<file path="src/rtl/control_unit.sv">
// Hardwired fetch/decode/execute sequencer for the single-bus datapath.
// Only the state register is storage; every strobe is a decode of state, opcode and con_ff.
module control_unit (
  input  logic        clk,
  input  logic        clr,
  input  logic [31:0] ir,
  input  logic        con_ff,
  output logic        run,
  output logic        read,
  output logic        write,
  output logic        PCout,
  output logic        Zlowout,
  output logic        Zhighout,
  output logic        MDRout,
  output logic        Cout,
  output logic        IN_Portout,
  output logic        LOout,
  output logic        HIout,
  output logic        BAout,
  output logic        Rout,
  output logic        MARIn,
  output logic        PCIn,
  output logic        MDRIn,
  output logic        IRIn,
  output logic        YIn,
  output logic        IncPC,
  output logic        HiIn,
  output logic        LoIn,
  output logic        CIn,
  output logic        InIn,
  output logic        OutIn,
  output logic        ZIn,
  output logic        CONIn,
  output logic        RIn,
  output logic        Gra,
  output logic        Grb,
  output logic        Grc,
  output logic        add,
  output logic        subtract,
  output logic        multiply,
  output logic        divide,
  output logic        andSignal,
  output logic        orSignal
);

  localparam int unsigned OP_W = 5;

  localparam logic [OP_W-1:0] OP_LD   = 5'b00000;
  localparam logic [OP_W-1:0] OP_ADD  = 5'b00011;
  localparam logic [OP_W-1:0] OP_SUB  = 5'b00100;
  localparam logic [OP_W-1:0] OP_AND  = 5'b00101;
  localparam logic [OP_W-1:0] OP_OR   = 5'b00110;
  localparam logic [OP_W-1:0] OP_MUL  = 5'b01110;
  localparam logic [OP_W-1:0] OP_DIV  = 5'b01111;
  localparam logic [OP_W-1:0] OP_BR   = 5'b10010;
  localparam logic [OP_W-1:0] OP_MFHI = 5'b10111;
  localparam logic [OP_W-1:0] OP_MFLO = 5'b11000;
  localparam logic [OP_W-1:0] OP_HALT = 5'b11010;

  typedef enum logic [3:0] {
    S_RESET = 4'd0,
    S_T0    = 4'd1,
    S_T1    = 4'd2,
    S_T2    = 4'd3,
    S_T3    = 4'd4,
    S_T4    = 4'd5,
    S_T5    = 4'd6,
    S_T6    = 4'd7,
    S_T7    = 4'd8,
    S_HALT  = 4'd9
  } state_t;

  state_t          r_state;
  state_t          w_next;
  logic [OP_W-1:0] w_op;
  logic            w_is_add;
  logic            w_is_sub;
  logic            w_is_and;
  logic            w_is_or;
  logic            w_is_mul;
  logic            w_is_div;
  logic            w_is_alu;
  logic            w_is_muldiv;
  logic            w_is_ld;
  logic            w_is_br;
  logic            w_is_mfhi;
  logic            w_is_mflo;
  logic            w_is_halt;
  logic            w_unused_ir;

  // Opcode classification; anything unrecognised falls through to nop behaviour.
  assign w_op        = ir[31:27];
  assign w_unused_ir = ^ir[26:0];
  assign w_is_add    = (w_op == OP_ADD);
  assign w_is_sub    = (w_op == OP_SUB);
  assign w_is_and    = (w_op == OP_AND);
  assign w_is_or     = (w_op == OP_OR);
  assign w_is_mul    = (w_op == OP_MUL);
  assign w_is_div    = (w_op == OP_DIV);
  assign w_is_ld     = (w_op == OP_LD);
  assign w_is_br     = (w_op == OP_BR);
  assign w_is_mfhi   = (w_op == OP_MFHI);
  assign w_is_mflo   = (w_op == OP_MFLO);
  assign w_is_halt   = (w_op == OP_HALT);
  assign w_is_alu    = w_is_add | w_is_sub | w_is_and | w_is_or;
  assign w_is_muldiv = w_is_mul | w_is_div;

  // Strobes this sequencer never drives.
  assign write      = 1'b0;
  assign CIn        = 1'b0;
  assign InIn       = 1'b0;
  assign OutIn      = 1'b0;
  assign IN_Portout = 1'b0;

  always_ff @(posedge clk or posedge clr) begin
    if (clr) r_state <= S_RESET;
    else     r_state <= w_next;
  end

  // Next state: instruction length is set by which T-state hands back to T0.
  always_comb begin
    w_next = S_RESET;
    case (r_state)
      S_RESET: w_next = S_T0;
      S_T0:    w_next = S_T1;
      S_T1:    w_next = S_T2;
      S_T2:    w_next = S_T3;
      S_T3: begin
        if (w_is_halt)                                  w_next = S_HALT;
        else if (w_is_alu | w_is_muldiv | w_is_ld | w_is_br) w_next = S_T4;
        else                                            w_next = S_T0;
      end
      S_T4: begin
        if (w_is_alu | w_is_muldiv | w_is_ld | w_is_br) w_next = S_T5;
        else                                            w_next = S_T0;
      end
      S_T5: begin
        if (w_is_muldiv | w_is_ld | w_is_br) w_next = S_T6;
        else                                 w_next = S_T0;
      end
      S_T6: begin
        if (w_is_ld) w_next = S_T7;
        else         w_next = S_T0;
      end
      S_T7:    w_next = S_T0;
      S_HALT:  w_next = S_HALT;
      default: w_next = S_RESET;
    endcase
  end

  // Strobe decode: every output defaults low and is raised only by its state.
  always_comb begin
    run       = 1'b0;
    read      = 1'b0;
    PCout     = 1'b0;
    Zlowout   = 1'b0;
    Zhighout  = 1'b0;
    MDRout    = 1'b0;
    Cout      = 1'b0;
    LOout     = 1'b0;
    HIout     = 1'b0;
    BAout     = 1'b0;
    Rout      = 1'b0;
    MARIn     = 1'b0;
    PCIn      = 1'b0;
    MDRIn     = 1'b0;
    IRIn      = 1'b0;
    YIn       = 1'b0;
    IncPC     = 1'b0;
    HiIn      = 1'b0;
    LoIn      = 1'b0;
    ZIn       = 1'b0;
    CONIn     = 1'b0;
    RIn       = 1'b0;
    Gra       = 1'b0;
    Grb       = 1'b0;
    Grc       = 1'b0;
    add       = 1'b0;
    subtract  = 1'b0;
    multiply  = 1'b0;
    divide    = 1'b0;
    andSignal = 1'b0;
    orSignal  = 1'b0;
    case (r_state)
      S_T0: begin
        run   = 1'b1;
        PCout = 1'b1;
        MARIn = 1'b1;
        IncPC = 1'b1;
        ZIn   = 1'b1;
      end
      S_T1: begin
        run     = 1'b1;
        Zlowout = 1'b1;
        PCIn    = 1'b1;
        read    = 1'b1;
        MDRIn   = 1'b1;
      end
      S_T2: begin
        run    = 1'b1;
        MDRout = 1'b1;
        IRIn   = 1'b1;
      end
      S_T3: begin
        run = 1'b1;
        if (w_is_alu) begin
          Grb  = 1'b1;
          Rout = 1'b1;
          YIn  = 1'b1;
        end else if (w_is_muldiv) begin
          Gra  = 1'b1;
          Rout = 1'b1;
          YIn  = 1'b1;
        end else if (w_is_mfhi) begin
          HIout = 1'b1;
          Gra   = 1'b1;
          RIn   = 1'b1;
        end else if (w_is_mflo) begin
          LOout = 1'b1;
          Gra   = 1'b1;
          RIn   = 1'b1;
        end else if (w_is_ld) begin
          Grb   = 1'b1;
          BAout = 1'b1;
          YIn   = 1'b1;
        end else if (w_is_br) begin
          Gra   = 1'b1;
          Rout  = 1'b1;
          CONIn = 1'b1;
        end
      end
      S_T4: begin
        run = 1'b1;
        if (w_is_alu) begin
          Grc       = 1'b1;
          Rout      = 1'b1;
          ZIn       = 1'b1;
          add       = w_is_add;
          subtract  = w_is_sub;
          andSignal = w_is_and;
          orSignal  = w_is_or;
        end else if (w_is_muldiv) begin
          Grb      = 1'b1;
          Rout     = 1'b1;
          ZIn      = 1'b1;
          multiply = w_is_mul;
          divide   = w_is_div;
        end else if (w_is_ld) begin
          Cout = 1'b1;
          add  = 1'b1;
          ZIn  = 1'b1;
        end else if (w_is_br) begin
          PCout = 1'b1;
          YIn   = 1'b1;
        end
      end
      S_T5: begin
        run = 1'b1;
        if (w_is_alu) begin
          Zlowout = 1'b1;
          Gra     = 1'b1;
          RIn     = 1'b1;
        end else if (w_is_muldiv) begin
          Zlowout = 1'b1;
          LoIn    = 1'b1;
        end else if (w_is_ld) begin
          Zlowout = 1'b1;
          MARIn   = 1'b1;
        end else if (w_is_br) begin
          Cout = 1'b1;
          add  = 1'b1;
          ZIn  = 1'b1;
        end
      end
      S_T6: begin
        run = 1'b1;
        if (w_is_muldiv) begin
          Zhighout = 1'b1;
          HiIn     = 1'b1;
        end else if (w_is_ld) begin
          read  = 1'b1;
          MDRIn = 1'b1;
        end else if (w_is_br) begin
          Zlowout = 1'b1;
          PCIn    = con_ff;
        end
      end
      S_T7: begin
        run = 1'b1;
        if (w_is_ld) begin
          MDRout = 1'b1;
          Gra    = 1'b1;
          RIn    = 1'b1;
        end
      end
      default: ;
    endcase
  end

endmodule

</file>
<file path="config.mk">
export PLATFORM = sky130hd
export DESIGN_NAME = control_unit
export DESIGN_NICKNAME = d
export VERILOG_FILES = /design/src/rtl/control_unit.sv
export SDC_FILE = /design/constraint.sdc
export NUM_CORES = 1
export LEC_CHECK = 0
export ABC_AREA = 1
export CAP_MARGIN = 15
export CORE_MARGIN = 1.5
export CORE_UTILIZATION = 30
export DETAILED_ROUTE_END_ITERATION = 8
export PLACE_DENSITY_LB_ADDON = 0.15
export SLEW_MARGIN = 10
export SYNTH_ARGS = -nofsm -noshare
export SYNTH_HDL_FRONTEND = slang
export SYNTH_SLANG_ARGS = --single-unit
</file>
<file path="constraint.sdc">
create_clock -name clk -period 1.49 [get_ports clk]
set_input_delay 0.298 -clock clk [delete_from_list [all_inputs] [get_ports clk]]
set_output_delay 0.298 -clock clk [all_outputs]
set_load 0.03 [all_outputs]
</file>
==> results of run 1 <==
[repair_timing]
| action | CTS |
|---|---|
| endpoints found under the setup margin | 35 |
| setup buffers | 19 |
| hold buffers | 0 |
| pin swaps | 21 |
| gates resized for setup | 118 |
[per-stage QoR]
stage / setup TNS (ns) / cells
after floorplan: -1.38 / 139
after CTS: -8.51 / 265
after global placement: -15.44 / 243
after detailed placement: -16.42 / 243
[logic make-up after synthesis]
logic type      Yosys count
flops                     4
simple gates             88
other cells               1
buf+inv                  29
compound gates           13
==> results.txt, run 1 <==
Status = did not finish
Halt Stage = global routing (5_1_grt)
Error Message = [ERROR DPL-0033] detailed placement checks failed during check placement.
Cell accounting for the most synthesized area = nand2_1
Flops & latches, synth = 4
Asr flop ratio synth = 1.00
Largest family of logic cells by synthesized area = simple AND/OR/NAND/NOR gates
Placer Congestion = 0.827
DP Area = 1510 µm²
Die Y = 52.4 µm
Largest net degree at the start of global routing = 8
Yosys warning count = 0
Leading post-synthesis cells by instance count = 33 x nand2_1, 19 x nor2_1, 16 x inv_1
Synth unique cells = 22
Clock root buffer = clkbuf_4
Synth top area share = 0.169
DP Worst Slack = -0.636 ns
Std cell rows = 17
DP HPWL = 2570 µm
CTS H-tree depth = 1
CTS buffer count = 3
Grt repair worst endpoint = ZIn
CTS sink cnt = 4
Post-Synth Adder-Cell Area = 0
Mux cell area share after synthesis = 0
Synth Area in Simple Gates = 0.573
Initial antenna violation count = 0
Post-synthesis compound-gate area fraction = 0.101
Worst EP Category = primary output
Primary FF master, synth = dfrtp_1
Synth Area in XOR/XNOR = 0
I/O pins = 71
Initial cell density of the core = 0.325
Chip width = 52.4 µm
Buffers on Ports = 38
Area contributors post-synth = nand2_1 17%, dfrtp_1 14%, nor2_1 9.7%
Max Root-Sink Buffers = 2
Synthesized area = 732 µm²
Syn_area_per_cell = 5.42 µm²
EDFF count, synth = 0
Leading cell type by number of instances after synthesis = nand2_1
Sequential area share after synthesis = 0.137
Post-Syn Instances = 135
==> run 2, diff against run 1 <==
CORE_UTILIZATION = 20   (was 30)
==> run 2 against run 1 <==
  * The flow now finishes, with violations (setup timing)
  * Area after synthesis is the same
  * Synthesized cell count is the same
==> results.txt, run 2 <==
Cell accounting for the most synthesized area = nand2_1
Synth top area share = 0.169 (unchanged)
Max stage delay on crit path = 0.45 ns
Final wirelength = 3280 µm
DP HPWL = 2550 µm (-0.89%)
Layout cells sized above 1 = 0.739
DR iter-0 viols = 24
CTS hold repair buffers = 0 (unchanged)
Max Root-Sink Buffers = 2 (unchanged)
Most frequent cells in the layout = 54 x buf_4, 33 x buf_6, 20 x nand2_1
Leading post-synthesis cells by instance count = 33 x nand2_1, 19 x nor2_1, 16 x inv_1
DP Cell Count = 261 (+7.4%)
Commonest non-fill, non-tap cell in the layout = buf_4
Syn_area_per_cell = 5.42 µm² (unchanged)
Core ar. = 3420 µm²
Achievable Freq = 559 MHz
Die Area = 4030 µm²
Area delta synth->final = 166%
Gr usage total = 0.168
Yosys warning count = 0 (unchanged)
Clk_lat worst skew = 0.24 ns
Chip width = 63.5 µm (+21%)
Overflow left after global routing = 0
RSZ-0062 raised after global routing = yes
CP Class = flop to primary output
Slowest cell on crit path = dfrtp_2
DP Area = 1530 µm² (+1.5%)
Fin crit share = 1.20
Pre-antenna DRT Iters = 4
Largest net degree at the start of global routing = 7
CTS sink cnt = 4 (unchanged)
Sequential area share after synthesis = 0.137 (unchanged)
Hold/Removal Path Class = input pin to async pin
Final Net Count = 266
Die Y = 63.5 µm (+21%)
Leak Pwr = 0.000981 µW
Max reg flops = 4
Top Registers = r_state x4
Max Slew Vio Count = 0
Drt via density = 4.43
Post-Syn Instances = 135 (unchanged)
Final hold slack = 0.245 ns
Std cell rows = 21 (+4)
Critical Path End Type = primary output
CTS H-tree depth = 1 (unchanged)
Clock root buffer = clkbuf_4
WL/cell = 11.9 µm
# fillers = 323
Worst path cell trace = buf_6 -> nor3_4 -> inv_2 -> nor2_4 -> inv_2 -> o21ai_2 -> buf_6
Synthesized area = 732 µm² (unchanged)
Asr flop ratio synth = 1.00 (unchanged)
CP Launch Type = flop
Buffers on Ports = 38 (unchanged)
Initial antenna violation count = 0
Largest Register = r_state
I/O pins = 71 (unchanged)
Required time worst endpoint = 1.19 ns
Vias in the first global route = 1211
CTS buffer count = 3 (unchanged)
DR vias = 1222
Hold Vio Cnt, Final = 0
Multi-input gate area = 830 µm²
CTS tree = done
FF/Latch Area = 103 µm²
P per Cell Area = 1190 nW/µm²
Leading cell type by number of instances after synthesis = nand2_1
Area contributors post-synth = nand2_1 17%, dfrtp_1 14%, nor2_1 9.7%
Synth unique cells = 22 (unchanged)
Primary FF master, synth = dfrtp_1
Final Non-Filler Cells = 276
Setup violations, final = 31
DR DRC count = 0
Max_cap viols = 0
Failing checks = setup timing
Post-route cell area = 1950 µm²
Status = finished, violations left
Peak supply drop = 0.000584 V
Crit Path Max Fanout = 5
N_diodes = 0
Antenna Nets Post-Route = 0
Placer Congestion = 0.905 (+9.4%)
EDFF count, synth = 0 (unchanged)
Minimum clock period after layout = 1.79 ns
Flops & latches, synth = 4 (unchanged)
Setup WS post-layout = -0.298 ns
Initial cell density of the core = 0.214 (-0.110)
Skew final = 0.00100 ns
WP data arrival = 1.49 ns
First-pass GRT wire length = 5490 µm
Clk slew on worst S/H paths = 0.04 ns
-- run 2: cell counts after synthesis --
No cell type changed its count.
-- run 2: worst paths after layout --
path / from / end / slack [ns] / cells past startpoint
worst max-delay path: r_state[0] / Cout / -0.30 / 7
worst min-delay path: clr / r_state[3] / 0.24 / 2
worst max register to register: r_state[3] / r_state[0] / 0.22 / 7
worst min register to register: r_state[2] / r_state[3] / 0.76 / 4
max in group asynchronous: clr / r_state[0] / 1.07 / 2
min in group clk: ir[29] / r_state[3] / 0.63 / 5
-- run 2: per-stage QoR --
stage                     power [µW]  TNS (ns)  setup slack, ns   util
after detailed placement        1680    -15.62           -0.593  0.449
after floorplan                 1060     -1.38           -0.189      -
after global placement          1670    -15.10           -0.565  0.449
after global routing            2440     -8.72           -0.369  0.570
after CTS                       2230     -7.03           -0.317  0.547
final                           2310     -6.69           -0.298  0.570
-- run 2: layout make-up --
| cell class | instances | area share |
|---|---|---|
| inverter | 22 | 0.0559 |
| tap | 46 | 0.0296 |
| clock buffer | 4 | 0.0135 |
| multi-input combinational | 106 | 0.426 |
| timing repair buffer | 94 | 0.422 |
| sequential | 4 | 0.0527 |
-- run 2: report_power, final --
part	total (µW)	internal (µW)	switching [µW]
logic	1930	843	1090
clock network	154	101	53.3
registers	223	153	69.8
-- run 2: logic make-up after synthesis --
logic type	count (synthesis)	share of synthesized area
compound gates	13	0.101
buf+inv	29	0.185
flops	4	0.137
other cells	1	0.00512
simple gates	88	0.573
-- run 2: worst max-delay path: cells and delay by family, from the launching register on --
| family | cells | cell delay [ns] |
|---|---|---|
| buf+inv | 4 | 0.44 |
| simple gates | 2 | 0.29 |
| flops | 1 | 0.45 |
| compound gates | 1 | 0.07 |
-- run 2: timing repair --
item | 4_1_cts | 5_1_grt
endpoints found under the setup margin | 34 | 31
setup buffers | 8 | 3
gates resized for setup | 86 | 24
pin swaps | 14 | 9
-- run 2: metal layers --
metal,vias to the layer above,share of wire,wire length (µm),global-route usage
li1,617,-,-,-
met4,0,0.0043,14,0.0462
met5,-,0,0,0
met2,36,0.53,1740,0.314
met1,567,0.42,1370,0.198
met3,2,0.046,152,0.0196
Power figures use the tool's default switching activity.
